## src/rtl/rf_wb_queue.sv

```systemverilog
// rtl/rf_wb_queue.sv - in-order writeback queue feeding the single register-file write port
// Optional build macro: RF_WBQ_DROP_X0_EN (accept but discard writes to x0)
module rf_wb_queue #(
    parameter int DEPTH = 4
) (
    input  logic                     i_clk,
    input  logic                     i_rst_n,
    input  logic                     i_a_valid,
    output logic                     o_a_ready,
    input  logic [4:0]               i_a_waddr,
    input  logic [31:0]              i_a_wdata,
    input  logic                     i_b_valid,
    output logic                     o_b_ready,
    input  logic [4:0]               i_b_waddr,
    input  logic [31:0]              i_b_wdata,
    input  logic                     i_wb_grant,
    output logic                     o_rd_wen,
    output logic [4:0]               o_rd_waddr,
    output logic [31:0]              o_rd_wdata,
    input  logic [4:0]               i_rs1_chk,
    input  logic [4:0]               i_rs2_chk,
    output logic                     o_rs1_pend,
    output logic                     o_rs2_pend,
    output logic [$clog2(DEPTH):0]   o_count,
    output logic                     o_full,
    output logic                     o_empty
);

    localparam int PW = $clog2(DEPTH);
    localparam int CW = PW + 1;

    logic [PW-1:0] r_wr_ptr;
    logic [PW-1:0] r_rd_ptr;
    logic [CW-1:0] r_count;
    logic [4:0]    r_addr_mem [DEPTH];
    logic [31:0]   r_data_mem [DEPTH];

    logic          w_full;
    logic          w_empty;
    logic          w_a_take;
    logic          w_b_take;
    logic          w_accept;
    logic          w_push;
    logic          w_pop;
    logic [4:0]    w_push_addr;
    logic [31:0]   w_push_data;
    logic [PW-1:0] w_off   [DEPTH];
    logic [DEPTH-1:0] w_valid;
    logic [DEPTH-1:0] w_hit1;
    logic [DEPTH-1:0] w_hit2;

    assign w_full  = (r_count == CW'(DEPTH));
    assign w_empty = (r_count == '0);

    // Readies are held low while reset is asserted, not just after it.
    assign o_a_ready = i_rst_n & ~w_full;
    assign o_b_ready = i_rst_n & ~w_full & ~i_a_valid;

    assign w_a_take    = i_a_valid & o_a_ready;
    assign w_b_take    = i_b_valid & o_b_ready;
    assign w_accept    = w_a_take | w_b_take;
    assign w_push_addr = i_a_valid ? i_a_waddr : i_b_waddr;
    assign w_push_data = i_a_valid ? i_a_wdata : i_b_wdata;

`ifdef RF_WBQ_DROP_X0_EN
    assign w_push = w_accept & (w_push_addr != 5'd0);
`else
    assign w_push = w_accept;
`endif

    assign w_pop      = ~w_empty & i_wb_grant;
    assign o_rd_wen   = w_pop;
    assign o_rd_waddr = w_empty ? 5'd0  : r_addr_mem[r_rd_ptr];
    assign o_rd_wdata = w_empty ? 32'd0 : r_data_mem[r_rd_ptr];

    assign o_count = r_count;
    assign o_full  = w_full;
    assign o_empty = w_empty;

    // An entry is live when its distance from the head is below the count.
    for (genvar g = 0; g < DEPTH; g++) begin : g_ent
        assign w_off[g]   = PW'(g) - r_rd_ptr;
        assign w_valid[g] = (CW'(w_off[g]) < r_count);
        assign w_hit1[g]  = w_valid[g] & (r_addr_mem[g] == i_rs1_chk);
        assign w_hit2[g]  = w_valid[g] & (r_addr_mem[g] == i_rs2_chk);
    end

    assign o_rs1_pend = (i_rs1_chk != 5'd0) & (|w_hit1);
    assign o_rs2_pend = (i_rs2_chk != 5'd0) & (|w_hit2);

    always_ff @(posedge i_clk or negedge i_rst_n) begin
        if (!i_rst_n) begin
            r_wr_ptr <= '0;
            r_rd_ptr <= '0;
            r_count  <= '0;
            for (int i = 0; i < DEPTH; i++) begin
                r_addr_mem[i] <= '0;
                r_data_mem[i] <= '0;
            end
        end else begin
            if (w_push) begin
                r_addr_mem[r_wr_ptr] <= w_push_addr;
                r_data_mem[r_wr_ptr] <= w_push_data;
                r_wr_ptr             <= r_wr_ptr + PW'(1);
            end
            if (w_pop) begin
                r_rd_ptr <= r_rd_ptr + PW'(1);
            end
            case ({w_push, w_pop})
                2'b10:   r_count <= r_count + CW'(1);
                2'b01:   r_count <= r_count - CW'(1);
                default: r_count <= r_count;
            endcase
        end
    end

endmodule

```

## config.mk

```make
export PLATFORM = sky130hd
export DESIGN_NAME = rf_wb_queue
export DESIGN_NICKNAME = d
export VERILOG_FILES = /design/src/rtl/rf_wb_queue.sv
export SDC_FILE = /design/constraint.sdc
export NUM_CORES = 1
export LEC_CHECK = 0
export CAP_MARGIN = 20
export CORE_ASPECT_RATIO = 0.9
export CORE_MARGIN = 10
export CORE_UTILIZATION = 58
export CTS_CLUSTER_DIAMETER = 200
export DETAILED_ROUTE_END_ITERATION = 8
export PLACE_DENSITY = 0.86
export SLEW_MARGIN = 20
export SYNTH_ARGS = -nofsm -noshare
export SYNTH_HDL_FRONTEND = slang
export SYNTH_SLANG_ARGS = --single-unit
```

## constraint.sdc

```tcl
create_clock -name i_clk -period 3.5 [get_ports i_clk]
set_input_delay 0.525 -clock i_clk [delete_from_list [all_inputs] [get_ports i_clk]]
set_output_delay 0.525 -clock i_clk [all_outputs]
set_load 0.02 [all_outputs]
```

==> impl_results.md <==
* CP arrival at 2.57 ns
* DRC at 0
* Max Clk Rate at 323 MHz
* Leak at 0.00404 uW
* Share of cells above drive strength 1 at 11.4%
* Die span in x at 144 um
* Final period util at roughly nine tenths
* TritonCTS clock tree: built
* GRT overflow at 0
* Setup Skew at slightly below 0.007 ns
* Final setup TNS at 0 ns
* Worst slew pin tran at about 1 ns
* Final-stage net count at 945
* DP HPWL at between 10 and 15 mm
* GRT Total Usage at 22.2%
* Area delta synth->final at 23.8%
* Routed Wire Length at 20.7 mm
* Pre-antenna DRT Iters at 5
* I/O pin cnt at 136
* Via count at 6,120
* Main combinational cell family by area after synthesis: multiplexers
* Clock-pin slew on the worst setup and hold paths at 0.06 ns
* Distinct cells, synth at 31
* Final Hold Vio Count at 0
* Global-route wire length before repair at 33.7 mm
* Root Driver: clkbuf_16
* Yosys warns at 0
* Clock Latency Late Sink at a little over 0.4 ns
* CTS buffer count at 17
* Hold Path Class: input port to async pin
* CP Capture Type: primary output
* Global placement routability congestion at 0.934
* Post-Syn Area at 0.00800 sq mm
* CORE AREA at approximately 0.013 sq mm
* Antenna-violating nets left at 0
* CP Launch Type: flip-flop
* Post-Syn Nets at 840
* Max-cap violations at 0
* Simple-gate share of the synthesized area at 13.0%
* Initial antenna violation count at 0
* Wire length per cell at 20.1 um
* Endpoints failing setup at 0
* Port bufs at 135
* Number of fill cells in the layout at just under 900
* CP max FO at 34
* Placed Cells at 994
* CP required at 2.97 ns
* Combined area of the multi-input logic cells at 0.00364 sq mm
* PD cells at 1080 mW/mm^2
* Post-route insts no fill at 1,027
* Die Y at 131 um
* Die ar. at roughly 0.019 sq mm
* Mux cell area share after synthesis at 15.3%
* Number of global-route vias before repair at between 6,000 and 7,000
* Largest net degree at the start of global routing at 84
* Buffers from clock root to sink, at most at 2
* Min Tclk post-route at 3.10 ns
* Post-synthesis sequential area ratio at approximately half
* Mean Syn Cell Area at 10.8 sq um
* Slew headroom at 32.7%
* Register area at slightly below 0.004 sq mm
* Synth Register Bits at approximately 160
* Initial Util at 59.6%
* Htree depth at 4
* RSZ-0062 raised after global routing: no
* Vias per inst at 5.96
* Max-slew violation count at 0
* Peak VDD IR at 0.637 mV
* Iteration-0 DRC Markers at 536
* Site row count at 40
* Compound-Gate Fraction of Synth Area at 10.3%
* XOR/XNOR Fraction of Synth Area at 5.15%
* Clock sinks at 155
* Synth Area in Adders at 1.66%
* Antenna cells at 0
* Status: finished, final reports clean
* Crit path kind: flip-flop to primary output
* Cells after synthesis at about 740
registers in the layout (all words and copies together) (netlist names):
signal	flops
o_count	3
r_addr_mem	20
r_data_mem	128
r_rd_ptr	2
r_wr_ptr	2
kinds of logic after synthesis:
kind of cell / count (synthesis)
AOI/OAI and AO/OA: 156
xor gates and xnor gates: 47
adders and majority gates: 10
buffers and inverters: 74
DFF: 155
muxes: 76
and+or+nand+nor: 223
layer usage:
layer	global-route usage, %	wire [um]	vias up	share of wire (%)
met4	5.44	270	0	1.3
met3	5.58	1460	26	7.1
met1	27.5	8240	3087	40
met5	0	0	-	0
li1	-	-	2760	-
met2	37.9	10700	247	52
metrics by stage:
stage                     util [%]  cell area, sq um  power [uW]  setup WS [ns]  hold WS, ns
after floorplan                  -              8000        6820          0.866        0.229
after global placement        69.2              9280        8550          0.406        0.355
after detailed placement      69.2              9280        8810          0.371        0.360
after CTS                     73.8              9900       10700         0.0934        0.483
after global routing          73.8              9900       11300          0.340        0.516
final                         73.8              9900       10700          0.401        0.496
Yosys cell counts (all sizes together):
master / count / share of area, %
nor3: 3 / 0.19
mux2i: 38 / 4.8
o22ai: 2 / 0.16
fa: 1 / 0.25
nor4: 10 / 0.78
mux4: 37 / 10
a21oi: 151 / 9.8
nor2: 156 / 7.8
nor3b: 1 / 0.23
inv: 13 / 0.61
o21ba: 2 / 0.25
mux2: 1 / 0.14
nand2: 1 / 0.047
nand3: 8 / 0.50
nand2b: 2 / 0.16
ha: 9 / 1.4
buf: 43 / 4.6
xor2: 20 / 2.2
a21boi: 1 / 0.094
xnor2: 27 / 3.0
clkbuf: 18 / 0.84
or3b: 1 / 0.11
nor2b: 41 / 3.2
dfrtp: 155 / 48
layout make-up:
class                      instances  share of cell area [%]
sequential                       155                    39.2
tap                              168                    2.12
clock inverter                    11                    1.43
multi-input combinational        512                    36.7
inverter                          13                   0.493
clock buffer                      21                    4.65
timing repair buffer             147                    15.4
cells in the final DEF (no fill, tap or decap), types with 3 or more instances in the layout:
master / n
mux4_2: 37
nand3_1: 8
xnor2_1: 27
clkdlybuf4s50_1: 131
clkinv_2: 4
xor2_1: 20
a21oi_1: 144
bufinv_16: 3
clkbuf_16: 17
nor2_1: 152
nor4_1: 10
buf_4: 5
clkinvlp_4: 3
nor2_4: 3
dfrtp_1: 153
ha_1: 9
buf_12: 6
a21oi_2: 7
nor2b_1: 41
inv_1: 13
mux2i_1: 38
critical path, stage by stage, from the launching register on:
cell             delay, ns
dfrtp_1               0.51
nor3_2                0.65
buf_12                0.30
nor2b_1               0.11
clkdlybuf4s50_1       0.56
power breakdown:
group	internal, uW	leakage (uW)	switching [uW]
registers	2690	0.00172	679
clock network	1160	0.000289	707
logic	2700	0.00203	2730
path summary, 6_finish.rpt:
| path | from | end | slack, ns | cells past startpoint |
|---|---|---|---|---|
| worst min-delay path | i_rst_n | r_addr_mem[8] | 0.50 | 2 |
| min in group i_clk | r_data_mem[87] | r_data_mem[87] | 0.53 | 2 |
| max in group asynchronous | i_rst_n | r_data_mem[114] | 1.03 | 4 |
| worst max register to register | o_count[0] | o_count[2] | 1.06 | 8 |
| worst min register to register | r_data_mem[87] | r_data_mem[87] | 0.53 | 2 |
| worst max-delay path | o_count[0] | o_rd_wdata[29] | 0.40 | 4 |
timing repair:
item	4_1_cts	5_1_grt
hold endpoints to repair	13	0
gates resized for setup	0	2
hold buffers	1	0
endpoints found under the setup margin	0	2
setup buffers	0	0
No activity file was read; power rests on OpenSTA's default activity.
